$ cat src/rtl/pc_fetch_unit.sv
// Front-end PC register and single-outstanding instruction fetcher (IDLE/REQ/HOLD).
// Optional retired-handoff counter on output fetch_cnt when FETCH_CNT_EN is defined.
module pc_fetch_unit #(
   parameter logic [31:0] RESET_PC = 32'h0000_0000,
   parameter logic [31:0] NOP_INST = 32'h0000_0013
) (
   input  logic        clk,
   input  logic        rstn,
   input  logic        pcsrc,
   input  logic [31:0] npc,
   output logic        imem_req,
   output logic [31:0] imem_addr,
   input  logic        imem_ack,
   input  logic [31:0] imem_rdata,
   output logic        inst_valid,
   input  logic        inst_ready,
   output logic [31:0] inst,
   output logic [31:0] inst_pc
`ifdef FETCH_CNT_EN
   ,
   output logic [31:0] fetch_cnt
`endif
);

   // Handshakes: imem_req/imem_addr hold until imem_ack completes the fetch;
   // inst_valid/inst/inst_pc hold until a posedge with inst_ready=1 (or a redirect).
   typedef enum logic [1:0] {
      ST_IDLE = 2'd0,
      ST_REQ  = 2'd1,
      ST_HOLD = 2'd2
   } state_t;

   state_t      state_q;
   logic [31:0] pc_q;
   logic [31:0] addr_q;
   logic        flush_q;
   logic        req_q;
   logic        valid_q;
   logic [31:0] inst_q;
   logic [31:0] inst_pc_q;

   logic [31:0] target_d;
   logic [31:0] pc_inc_d;

   assign target_d = npc & ~32'h0000_0003;
   assign pc_inc_d = pc_q + 32'd4;

   // addr_q is separate from pc_q so a redirect can retarget pc_q while the
   // outstanding fetch keeps its address stable until acknowledged.
   always_ff @(posedge clk or negedge rstn) begin
      if (!rstn) begin
         state_q   <= ST_IDLE;
         pc_q      <= RESET_PC;
         addr_q    <= RESET_PC;
         flush_q   <= 1'b0;
         req_q     <= 1'b0;
         valid_q   <= 1'b0;
         inst_q    <= NOP_INST;
         inst_pc_q <= RESET_PC;
      end else begin
         case (state_q)
            ST_IDLE: begin
               req_q   <= 1'b1;
               state_q <= ST_REQ;
               if (pcsrc) begin
                  pc_q   <= target_d;
                  addr_q <= target_d;
               end else begin
                  addr_q <= pc_q;
               end
            end
            ST_REQ: begin
               if (imem_ack) begin
                  if (pcsrc) begin
                     pc_q    <= target_d;
                     addr_q  <= target_d;
                     flush_q <= 1'b0;
                  end else if (flush_q) begin
                     addr_q  <= pc_q;
                     flush_q <= 1'b0;
                  end else begin
                     inst_q    <= imem_rdata;
                     inst_pc_q <= pc_q;
                     valid_q   <= 1'b1;
                     pc_q      <= pc_inc_d;
                     req_q     <= 1'b0;
                     state_q   <= ST_HOLD;
                  end
               end else if (pcsrc) begin
                  pc_q    <= target_d;
                  flush_q <= 1'b1;
               end
            end
            ST_HOLD: begin
               if (pcsrc) begin
                  valid_q <= 1'b0;
                  inst_q  <= NOP_INST;
                  pc_q    <= target_d;
                  addr_q  <= target_d;
                  req_q   <= 1'b1;
                  state_q <= ST_REQ;
               end else if (valid_q && inst_ready) begin
                  valid_q <= 1'b0;
                  inst_q  <= NOP_INST;
                  addr_q  <= pc_q;
                  req_q   <= 1'b1;
                  state_q <= ST_REQ;
               end
            end
            default: begin
               state_q <= ST_IDLE;
               req_q   <= 1'b0;
               valid_q <= 1'b0;
               flush_q <= 1'b0;
            end
         endcase
      end
   end

   assign imem_req   = req_q;
   assign imem_addr  = addr_q;
   assign inst_valid = valid_q;
   assign inst       = inst_q;
   assign inst_pc    = inst_pc_q;

`ifdef FETCH_CNT_EN
   logic [31:0] fetch_cnt_q;

   // Only handoffs that decode actually keeps are counted; a redirect voids them.
   always_ff @(posedge clk or negedge rstn) begin
      if (!rstn) begin
         fetch_cnt_q <= 32'd0;
      end else if (valid_q && inst_ready && !pcsrc) begin
         fetch_cnt_q <= fetch_cnt_q + 32'd1;
      end
   end

   assign fetch_cnt = fetch_cnt_q;
`endif

endmodule

$ cat config.mk
export PLATFORM = sky130hd
export DESIGN_NAME = pc_fetch_unit
export DESIGN_NICKNAME = d
export VERILOG_FILES = /design/src/rtl/pc_fetch_unit.sv
export SDC_FILE = /design/constraint.sdc
export NUM_CORES = 1
export LEC_CHECK = 0
export CORE_UTILIZATION = 45
export DETAILED_ROUTE_END_ITERATION = 16
export GPL_TIMING_DRIVEN = 0
export PLACE_DENSITY = 0.76
export SETUP_SLACK_MARGIN = 0.1
export SLEW_MARGIN = 10
export SYNTH_ARGS = -nofsm -noshare
export SYNTH_HDL_FRONTEND = slang
export SYNTH_SLANG_ARGS = --single-unit
$ cat constraint.sdc
create_clock -name clk -period 2 [get_ports clk]
set_input_delay 0.4 -clock clk [delete_from_list [all_inputs] [get_ports clk]]
set_output_delay 0.4 -clock clk [all_outputs]
set_load 0.05 [all_outputs]
# Yosys cells after proc, flatten, opt, wreduce, memory -nomap -nowiden
# Cells that the tools add are included.
dict set report totals {
  n_memories 0
  mem_bits_ro 0
  elab_cells 73
  ff_bits 133
  mem_bits_rw 0
  latch_bits 0
  output_inout_bits 98
  inputBits 69
}
dict set report classes {
  n_eq_ne 9
  shift 0
  bitwise 4
  multipliers 0
  muxes 38
  n_div 0
  magnitude_cmp 0
  reduce_logical 13
  n_addsub 1
}
# operator n
set op_table {}
lappend op_table {{32-bit 2-to-1 mux} 14}
lappend op_table {{32-bit one-hot mux with 2 select lines} 2}
lappend op_table {{32-bit one-hot mux with 3 select lines} 1}
lappend op_table {{32-bit by 3-bit adder with 32-bit output (second input constant)} 1}
lappend op_table {{1-bit 2-to-1 mux} 12}
lappend op_table {{4-bit AND reduction} 3}
lappend op_table {{2-bit 2-to-1 mux} 5}
lappend op_table {{5-bit AND reduction} 2}
lappend op_table {{3-bit inequality test (second input constant)} 3}
lappend op_table {{2-bit inequality test (second input constant)} 3}
lappend op_table {{1-bit one-hot mux with 3 select lines} 2}
lappend op_table {{2-bit one-hot mux with 3 select lines} 1}
lappend op_table {{4-bit inequality test (second input constant)} 1}
lappend op_table {{1-bit NOT} 4}
lappend op_table {{2-bit AND reduction} 2}
lappend op_table {{2-bit nonzero test} 2}
lappend op_table {{3-bit nonzero test} 1}
lappend op_table {{2-bit by 1-bit equality test with 1-bit output (second input constant)} 1}
lappend op_table {{2-bit equality test (second input constant)} 1}
lappend op_table {{2-bit zero test} 1}
lappend op_table {{1-bit one-hot mux with 2 select lines} 1}
lappend op_table {{2-bit OR reduction} 1}
lappend op_table {{1-bit logical AND} 1}

# Depth between registers and ports, before layout
# Gate-level depths: netlist of the first run.
dict set report logic_depth {
  ltp_word 5
  ltp_mapped 8
  mapped_depth_nobuf 6
}

# Worst setup path after synthesis of the first run
# Ideal clock, no wire load.
dict set report synth_path {
  kind {register to register}
  start {reg state_q[0]}
  end {reg pc_q[20]}
  period_less_slack_ps 2035
  setup_time_ps 69
  path_buffers 2
  arrival_time_ps 1966
  slack_ps -35
  t_required_ps 1931
  path_stages_with_launch 8
  path_cell_list {dfrtp_1 > buf_4 > and3b_1 > and3_1 > buf_2 > nand2_2 > or4_1 > nand3_1}
}
dict set report synth_via {
  elab_chain_cells 4
  word_cells_on_any_way 8
  cone_classes {eq/ne (3); mux (1); reduce/logical (4)}
}
# item line
set synth_lines {}
lappend synth_lines {{start: declaration} 33} ;# state_t state_q;
lappend synth_lines {{start signal: assignment} 52} ;# state_q <= ST_IDLE;
lappend synth_lines {{start signal: assignment} 64} ;# state_q <= ST_REQ;
lappend synth_lines {{start signal: assignment} 87} ;# state_q <= ST_HOLD;
lappend synth_lines {{2-bit equality test or 2-bit zero test (tied branches)} 61} ;# case (state_q)
lappend synth_lines {{2-bit OR reduction (no line)} -}
lappend synth_lines {{2-bit nonzero test (no line)} -}
lappend synth_lines {{2-bit AND reduction (no line)} -}
lappend synth_lines {{end signal: assignment} 66} ;# pc_q <= target_d;
lappend synth_lines {{end signal: assignment} 75} ;# pc_q <= target_d;
lappend synth_lines {{end signal: assignment} 85} ;# pc_q <= pc_inc_d;
lappend synth_lines {{end: declaration} 34} ;# logic [31:0] pc_q;
# Several ways; a longest one is shown, not always the timed one.
# A chain may end at the register's enable or synchronous reset.

# Final worst setup path of the first run
dict set report layout_path {
  start {reg state_q[0]}
  end {reg pc_q[17]}
}
# Same word-level chain as after synthesis.

==> results of run 1 <==
==> worst max-delay path: stages (launching register included) <==
cell and delay, ns:
dfrtp_2 0.46, nor2b_1 0.17, a32o_1 0.32, buf_2 0.22, o21ai_1 0.14, o21ai_0 0.08, or3_1 0.37
==> power by group through the flow <==
stage	logic [mW]	clock network (mW)	registers, mW
2_1_floorplan	2.08	0	7.46
3_5_place_dp	7.62	0	4.67
6_report	7.43	2.81	4.66
4_1_cts	7.23	2.84	4.60
5_1_grt	7.89	2.97	4.80
3_3_place_gp	7.49	0	4.62
==> cells by family (layout without fill, tap and decap cells) <==
family          count (synthesis)  after routing
simple gates                  233            233
buf+inv                        57            277
mux                            29             29
fa+ha+maj                       1              1
flops                         132            132
compound gates                165            165
==> state kept, by name (all words and copies together) (netlist names) <==
register	count
inst_pc	32
inst	32
state_q	2
inst_valid	1
flush_q	1
imem_addr	32
pc_q	32
==> layout make-up <==
type	count	area, sq um	area share [%]
Buffer	46	256	2.96
Clock buffer	28	517	5.95
Clock inverter	4	20.0	0.231
Inverter	11	41.3	0.476
Multi-Input combinational cell	428	2590	29.8
Sequential cell	132	3320	38.2
Tap cell	172	215	2.48
Timing Repair Buffer	188	1720	19.9
==> per-layer routing <==
metal  track usage [%]  routed length (microns)  vias to the layer above  share of wire [%]
li1                  -                        -                     2615                  -
met1              35.8                     7870                     2753                 42
met2              43.1                     8770                      299                 47
met3              7.90                     1460                       51                7.9
met4              11.5                      415                        0                2.2
met5                 0                        0                        -                  0
==> worst paths after layout <==
kind                                  from  endpoint  cells after the start
max in group asynchronous             rstn  pc_q[12]                      3
worst min-delay path               inst[1]   inst[1]                      2
worst max register to register  state_q[0]  pc_q[17]                      6
worst min register to register     inst[1]   inst[1]                      2
min in group asynchronous             rstn  inst[22]                      2
worst max-delay path            state_q[0]  pc_q[17]                      6
==> Yosys cell counts (all sizes together), types with 2 or more instances <==
| master | count | area share [%] |
|---|---|---|
| o311ai | 4 | 0.58 |
| or3 | 4 | 0.41 |
| nor2 | 11 | 0.68 |
| buf | 17 | 1.4 |
| nor4 | 3 | 0.81 |
| dfrtp | 129 | 53 |
| a21boi | 5 | 0.62 |
| nand2 | 163 | 10 |
| inv | 11 | 0.68 |
| dfstp | 3 | 1.3 |
| nor2b | 3 | 0.31 |
| o211ai | 7 | 0.87 |
| o22ai | 7 | 0.72 |
| a21oi | 25 | 2.1 |
| a31oi | 9 | 0.93 |
| a2bb2oi | 3 | 0.43 |
| a22o | 30 | 4.3 |
| nand3 | 12 | 0.99 |
| mux2i | 28 | 4.6 |
| o31ai | 7 | 0.87 |
| a32oi | 8 | 1.2 |
| a21o | 2 | 0.25 |
| o21ai | 50 | 4.1 |
| and3 | 5 | 0.52 |
| clkbuf | 29 | 1.8 |
| and2 | 7 | 0.72 |
| nor3 | 5 | 0.58 |
| nand4 | 12 | 1.7 |
==> per-stage QoR <==
| stage | hold slack (ns) | utilization [%] | cell area [sq um] | TNS (ns) | std cells |
|---|---|---|---|---|---|
| 2_1_floorplan | 0.104 | - | 6050 | 0 | 617 |
| 3_3_place_gp | 0.448 | 61.3 | 7900 | -606.03 | 952 |
| 3_5_place_dp | 0.350 | 61.5 | 7930 | -28.63 | 953 |
| 4_1_cts | 0.451 | 66.0 | 8490 | 0 | 995 |
| 5_1_grt | 0.477 | 67.4 | 8680 | 0 | 1009 |
| 6_report | 0.462 | 67.4 | 8680 | 0 | 1009 |
==> repair_timing <==
action                                  in CTS  in global routing
pin swaps                                    4                  7
hold buffers                                 1                  0
endpoints found under the hold margin       43                  0
gates resized for setup                    128                 36
buffers inserted                             9                 14
endpoints found under the setup margin     217                 87
==> results.json, run 1 <==
{
  "worst_setup_path_start_kind": "register",
  "detailroute.via_count": 5718,
  "filler_instances": 1026,
  "synthesis.instances": 617,
  "finalWorstPathRequiredPeriod_ns": 1.88,
  "maxCapViolations": 0,
  "type_of_the_worst_setup_path": "reg -> reg",
  "die_height_microns": 118,
  "critPathArrivalTime_ns": 2.18,
  "clkPwrFrac_pct": 18.8,
  "synth_xor_xnor_area_share_pct": 0,
  "p_per_area_mw_per_mm2": 1720,
  "route.antenna.remaining_nets": 0,
  "floorplan.rows": 41,
  "area_of_the_die_sq_mm": 0.0139,
  "seq_total_area_yosys_pct": 54.7,
  "gr-usage-all-layers_pct": 27.6,
  "number_of_synthesized_flops_with_an_enable_pin": 0,
  "skew_ns": 0.00809,
  "tritoncts.num_buffers": 17,
  "irDropWorstVdd_mv": 0.937,
  "synth.avg_cell_area_sq_um": 9.80,
  "synth.distinct_cells": 55,
  "achievable-frequency_mhz": 531,
  "fin_crit_sh_pct": 94.1,
  "final_critical_path_setup_slack_ns": 0.118,
  "total_power_mw": 14.9,
  "synth_top_family_by_area": "simple AND/OR/NAND/NOR gates",
  "yosys_warning_count": 0,
  "clkSlewWorstSetupHoldPaths_ns": 0.06,
  "insertion_delay_to_the_later_sink_of_the_worst_skew_pair_ns": 0.42,
  "ctsHtreeMaxLevel": 4,
  "p_sw_mw": 7.20,
  "pin_count_of_the_biggest_net_entering_global_routing": 87,
  "finalWirelength_microns": 18500,
  "reg2reg_setup_slack_ns": 0.12,
  "most_frequent_cells_in_the_layout": "159 x nand2_1, 122 x dfrtp_1, 96 x dlygate4sd2_1",
  "internal-power_mw": 7.70,
  "firstDrtPassIters": 5,
  "boundaryPins": 167,
  "count_of_input_and_output_buffers": 163,
  "end_kind": "register",
  "mux_share_of_post_synthesis_cell_area_pct": 4.82,
  "setup_repair_after_global_routing_missed_its_margin": "true",
  "gp_congestion": 0.888,
  "synth_fa_ha_area_share_pct": 0.207,
  "synth.net_count": 687,
  "initial_utilization_pct": 47.0,
  "synth-main-ff-cell": "dfrtp_1",
  "layout-drive-gt1-share_pct": 13.5,
  "ys_ff_latch": 132,
  "drcViolationCount": 0,
  "cts_max_path_buffers": 2,
  "die_w_microns": 118,
  "post_synth_instance_area_sq_mm": 0.00605,
  "asyncSetResetFlopFracSynth_pct": 100,
  "clk_root_buffer_cell": "clkbuf_16",
  "grt_pass1_wl_microns": 30000,
  "worstPathRequired_ns": 2.30,
  "syn2layout_area_growth_pct": 43.5,
  "crit_fanout": 10,
  "power_frac_seq_pct": 31.3,
  "finalSetupViolations": 0,
  "pre_cts_slack_ns": -0.613,
  "run_status": "finished clean",
  "power_frac_comb_pct": 49.9,
  "commonest_non_fill_non_tap_cell_in_the_layout": "nand2_1",
  "synth_simple_gate_area_share_pct": 18.2,
  "total_leakage_power_nw": 4.25,
  "clock_tree_from_tritoncts": "yes",
  "min-delay-path-class": "reg -> reg",
  "slew_headroom_pct": 54.4,
  "dp_hpwl_microns": 12700,
  "core-area_sq_mm": 0.0129,
  "grt_remaining_overflow": 0,
  "post_drt_wl_per_cell_microns": 18.4,
  "num-nets-final": 894,
  "antenna-diode-count": 0,
  "number_of_sinks_handled_by_clock_tree_synthesis": 132,
  "timing.final.hold_violations": 0,
  "tightest_slew_ns": 0.684,
  "drt-vias-per-instance": 5.67,
  "antenna_violations_before_repair": 0,
  "first_global_vias": 5693,
  "synth_compound_area_share_pct": 18.1,
  "slew_violations": 0,
  "starting_drt_drc_count": 561,
  "switching_share_pct": 48.3
}
Power figures use the tool's default switching activity.
==> inputs of run 2 (changes only) <==
CORE_ASPECT_RATIO = 0.6   (was default)
CTS_CLUSTER_SIZE = 16   (was default)
==> run 2 against run 1 <==
  * Setup slack got worse by 0.027 ns
  * Via count increased by 3.0%
  * Design area increased by 0.87%
  * First-iteration DRC count increased by 12%
  * Worst hold slack got worse by 0.45 ns
==> results.json, run 2 (synthesis results as in run 1) <==
{
  "die_height_microns": 91.8,
  "postCtsHoldBufs": 0,
  "count_of_input_and_output_buffers": 163,
  "achievable-frequency_mhz": 524,
  "antenna_violations_before_repair": 0,
  "clkSlewWorstSetupHoldPaths_ns": 0.06,
  "gp_congestion": 0.885,
  "timing.critical_path.slowest_cell_delay_ns": 0.45,
  "p_per_area_mw_per_mm2": 1770,
  "drcViolationCount": 0,
  "cts_max_path_buffers": 2,
  "drt-vias-per-instance": 5.86,
  "type_of_the_worst_setup_path": "reg -> reg",
  "end_kind": "register",
  "power_frac_seq_pct": 30.1,
  "detailroute.via_count": 5887,
  "clock_tree_from_tritoncts": "yes",
  "p_sw_mw": 7.42,
  "tightest_slew_ns": 0.740,
  "initial_utilization_pct": 46.6,
  "setup_tns_ns": 0,
  "power_frac_comb_pct": 48.1,
  "worst-r2r-cell-count": 6,
  "die_w_microns": 152,
  "antenna-diode-count": 0,
  "pre_cts_slack_ns": -0.610,
  "floorplan.rows": 32,
  "core-area_sq_mm": 0.0130,
  "area_of_the_die_sq_mm": 0.0139,
  "layout-drive-gt1-share_pct": 14.0,
  "dp_hpwl_microns": 13400,
  "gr-usage-all-layers_pct": 28.9,
  "most_frequent_cells_in_the_layout": "160 x nand2_1, 125 x dfrtp_1, 95 x dlygate4sd2_1",
  "skew_ns": 0.00804,
  "switching_share_pct": 47.9,
  "filler_instances": 1008,
  "rr_startpoint": "state_q[0]",
  "setup.worst_path.end": "pc_q[17]",
  "grt_pass1_wl_microns": 30100,
  "run_status": "finished clean",
  "insertion_delay_to_the_later_sink_of_the_worst_skew_pair_ns": 0.42,
  "critical-path-top-cell-by-count": "o21ai_0",
  "timing.final.hold_violations": 0,
  "first_global_vias": 5644,
  "setup_repair_after_global_routing_missed_its_margin": "true",
  "irDropWorstVdd_mv": 0.878,
  "finalSetupViolations": 0,
  "reg2reg_setup_slack_ns": 0.09,
  "min-delay-path-class": "in -> async",
  "commonest_non_fill_non_tap_cell_in_the_layout": "nand2_1",
  "post-place-cells": 951,
  "worst_setup_path_start_kind": "register",
  "starting_drt_drc_count": 631,
  "internal-power_mw": 8.07,
  "clk_root_buffer_cell": "clkbuf_16",
  "critPathArrivalTime_ns": 2.20,
  "worstPathRequired_ns": 2.29,
  "syn2layout_area_growth_pct": 44.7,
  "regToRegEndpoint": "pc_q[17]",
  "final_cell_count_no_fill": 1004,
  "tritoncts.num_buffers": 17,
  "boundaryPins": 167,
  "finalWirelength_microns": 19700,
  "worstSetupStartpoint": "state_q[0]",
  "total_leakage_power_nw": 4.30,
  "finalWorstPathRequiredPeriod_ns": 1.91,
  "slew_headroom_pct": 50.7,
  "fin_crit_sh_pct": 95.4,
  "route.antenna.remaining_nets": 0,
  "final_critical_path_setup_slack_ns": 0.0917,
  "grt_remaining_overflow": 0,
  "crit_path_cell_trace": "nor2b_1 > a32o_2 > clkbuf_8 > o21ai_0 > o21ai_0 > or3_1",
  "pin_count_of_the_biggest_net_entering_global_routing": 79,
  "maxCapViolations": 0,
  "slew_violations": 0,
  "num-nets-final": 891,
  "post_drt_wl_per_cell_microns": 19.6,
  "critical-path-slowest-cell": "dfrtp_2",
  "firstDrtPassIters": 7,
  "crit_fanout": 10,
  "number_of_sinks_handled_by_clock_tree_synthesis": 132,
  "ctsHtreeMaxLevel": 4,
  "clkPwrFrac_pct": 21.8
}
[run 2: worst min path at each step]
| stage | cells past startpoint | slack [ns] | endpoint | from |
|---|---|---|---|---|
| after CTS | 1 | 0.05 | inst[26] | rstn |
| after detailed placement | 2 | 0.46 | inst[4] | inst[4] |
| after global routing | 1 | 0.08 | inst[26] | rstn |
| after global placement | 2 | 0.45 | inst[1] | inst[1] |
| final | 1 | 0.008 | inst[26] | rstn |
| after floorplan | 0 | 0.10 | flush_q | rstn |
[run 2: what timing repair did]
| action | in CTS | in global routing |
|---|---|---|
| cloned | 0 | 0 |
| pin swaps | 4 | 7 |
| resized for setup | 121 | 50 |
| setup buffers | 9 | 12 |
| endpoints found under the setup margin | 169 | 115 |
[run 2: layout make-up]
type                    instances  area [sq um]  area share, %
well taps                     170           213           2.43
inverters                      11          41.3          0.472
multi-input cells             428          2580           29.4
clock inverters                12           179           2.04
flip-flops and latches        132          3310           37.8
plain buffers                  46           260           2.97
repair buffers                185          1720           19.6
clock buffers                  20           457           5.22
[run 2: power groups by stage]
stage / clock [mW] / combinational [mW] / sequential (mW)
after detailed placement: 0 / 7.63 / 4.67
after global routing: 3.51 / 7.85 / 4.80
after floorplan: 0 / 2.08 / 7.46
after global placement: 0 / 7.49 / 4.63
after CTS: 3.38 / 7.24 / 4.62
final: 3.38 / 7.46 / 4.66
[run 2: routing by layer]
layer / vias up / global-route usage (%) / part of all wire, %
li1: 2620 / - / -
met1: 2893 / 43.0 / 45
met2: 319 / 41.7 / 43
met3: 55 / 5.97 / 9.7
met4: 0 / 9.57 / 2.0
met5: - / 0 / 0
[run 2: critical path, delay by kind of cell (launching register included)]
family	cells	cell delay, ns
DFF	1	0.45
AOI/OAI and AO/OA	3	0.58
buffers and inverters	1	0.18
and+or+nand+nor	2	0.56
[run 2: per-stage QoR]
| step | power (mW) | util (%) | instance area, sq um | hold slack (ns) |
|---|---|---|---|---|
| finish | 15.5 | 67.5 | 8750 | 0.00793 |
| global route | 16.2 | 67.5 | 8750 | 0.0777 |
| CTS | 15.2 | 66.1 | 8580 | 0.0495 |
| detailed placement | 12.3 | 61.1 | 7920 | 0.458 |
| global placement | 12.1 | 60.9 | 7890 | 0.447 |
| floorplan | 9.54 | - | 6050 | 0.104 |
==> inputs of run 3 (changes only) <==
--- a/config.mk
+++ b/config.mk
@@ -14,2 +14,3 @@
 export SETUP_SLACK_MARGIN = 0.1
+export SKIP_CTS_REPAIR_TIMING = 1
 export SLEW_MARGIN = 10
--- a/constraint.sdc
+++ b/constraint.sdc
@@ -3,2 +3,2 @@
 set_output_delay 0.4 -clock clk [all_outputs]
-set_load 0.05 [all_outputs]
+set_load 0.1 [all_outputs]
==> run 3 against run 2 <==
  * Final cell count shrank 0.70%
  * Clock-buffer cell count grew 2
  * Register-to-register slack is essentially flat
  * Core utilization shrank 3.2 points
  * Wire length shrank 1.1%
  * Setup slack lost 0.059 ns
  * First-iteration DRC count grew 26%
  * Worst hold slack gained 0.0029 ns
  * Clock skew is essentially flat
==> results.json, run 3 (synthesis results as in run 1) <==
{
  "filler_instances": 1043,
  "timing.final.hold_violations": 0,
  "fin_crit_sh_pct": 98.4,
  "place_area_sq_mm": 0.00795,
  "pre_cts_slack_ns": -0.582,
  "boundaryPins": 167,
  "multiInputGateArea_sq_mm": 0.00264,
  "cts_max_path_buffers": 2,
  "setup_repair_after_global_routing_missed_its_margin": "true",
  "type_of_the_worst_setup_path": "in -> reg",
  "die_w_microns": 152,
  "achievable-frequency_mhz": 508,
  "worst_setup_path_start_kind": "primary input",
  "gr-usage-all-layers_pct": 28.4,
  "detailroute.via_count": 5834,
  "drt-vias-per-instance": 5.85,
  "maxCapViolations": 0,
  "tritoncts.num_buffers": 17,
  "antenna-diode-count": 0,
  "ctsHtreeMaxLevel": 4,
  "starting_drt_drc_count": 796,
  "initial_utilization_pct": 46.6,
  "clkSlewWorstSetupHoldPaths_ns": 0.06,
  "route.antenna.remaining_nets": 0,
  "finalWorstPathRequiredPeriod_ns": 1.97,
  "die_height_microns": 91.8,
  "drcViolationCount": 0,
  "worstPathRequired_ns": 2.28,
  "finalSetupViolations": 0,
  "end_kind": "register",
  "slew_violations": 0,
  "min-delay-path-class": "in -> async",
  "most_frequent_cells_in_the_layout": "159 x nand2_1, 122 x dfrtp_1, 115 x clkbuf_2",
  "worstSetupStartpoint": "imem_ack",
  "run_status": "finished clean",
  "syn2layout_area_growth_pct": 37.9,
  "skew_ns": 0.00754,
  "clock_tree_from_tritoncts": "yes",
  "first_global_vias": 5575,
  "clk_root_buffer_cell": "clkbuf_16",
  "core-area_sq_mm": 0.0130,
  "area_of_the_die_sq_mm": 0.0139,
  "pin_count_of_the_biggest_net_entering_global_routing": 73,
  "floorplan.rows": 32,
  "insertion_delay_to_the_later_sink_of_the_worst_skew_pair_ns": 0.41,
  "met1_length_microns": 8740,
  "post_drt_wl_per_cell_microns": 19.5,
  "ff_latch_area_sq_mm": 0.00332,
  "crit_fanout": 10,
  "num-nets-final": 885,
  "number_of_sinks_handled_by_clock_tree_synthesis": 132,
  "top_layer": "met4",
  "design_area_sq_mm": 0.00834,
  "route.met3.wl_microns": 1850,
  "dp_hpwl_microns": 13300,
  "grt_pass1_wl_microns": 30000,
  "slew_headroom_pct": 54.8,
  "rr_startpoint": "pc_q[2]",
  "critPathArrivalTime_ns": 2.25,
  "grt_remaining_overflow": 0,
  "hold_slack_ns": 0.0108,
  "commonest_non_fill_non_tap_cell_in_the_layout": "nand2_1",
  "layout-drive-gt1-share_pct": 26.1,
  "antenna_violations_before_repair": 0,
  "firstDrtPassIters": 6,
  "met2_length_microns": 8530,
  "gp_congestion": 0.869,
  "finalWirelength_microns": 19500,
  "count_of_input_and_output_buffers": 163,
  "tightest_slew_ns": 0.678,
  "final_critical_path_setup_slack_ns": 0.0322
}
run 3: changes by cell type in the layout (fill, tap and decap cells not counted), sizes merged:
cell           change
clkbuf           +103
bufinv             -2
dlygate4sd2       -95
clkinvlp           +1
clkdlybuf4s15      -3
clkinv             -2
buf                -9
run 3: final cells by class:
| type | count | share of cell area [%] |
|---|---|---|
| inverter | 11 | 0.495 |
| clock inverter | 9 | 1.26 |
| timing repair buffer | 179 | 15.5 |
| buffer | 46 | 3.24 |
| clock buffer | 22 | 5.56 |
| sequential | 132 | 39.8 |
| tap | 170 | 2.55 |
| multi-input combinational | 428 | 31.6 |
run 3: worst max-delay path, stage by stage:
cell and delay (ns):
clkdlybuf4s50_1 0.53, buf_6 0.16, nand3b_1 0.21, buf_4 0.21, nor3_4 0.27, a2bb2oi_1 0.14, o21ai_0 0.21, o31ai_1 0.12
run 3: final timing paths:
kind / slack (ns) / cells past startpoint / endpoint
setup / recovery: 0.03 / 8 / pc_q[12]
hold / removal: 0.01 / 1 / inst_pc[28]
setup reg to reg: 0.08 / 7 / pc_q[20]
hold reg to reg: 0.47 / 2 / inst[4]
max in group asynchronous: 1.24 / 2 / inst[0]
min in group clk: 0.47 / 2 / inst[4]
run 3: metal layers:
layer	track usage [%]	up-vias
li1	-	2587
met3	5.97	46
met1	43.2	2863
met5	0	-
met4	8.66	0
met2	40.3	338
run 3: stage by stage:
stage / cells / TNS [ns] / util [%]
floorplan: 617 / 0 / -
global placement: 950 / -615.84 / 61.1
detailed placement: 951 / -27.81 / 61.3
CTS: 982 / -34.24 / 65.7
global route: 997 / 0 / 64.3
finish: 997 / 0 / 64.3
Power of run 3 is left out: the tool's default activity adds up to more than one toggle a clock period on the data nets, which glitch-free logic cannot reach.
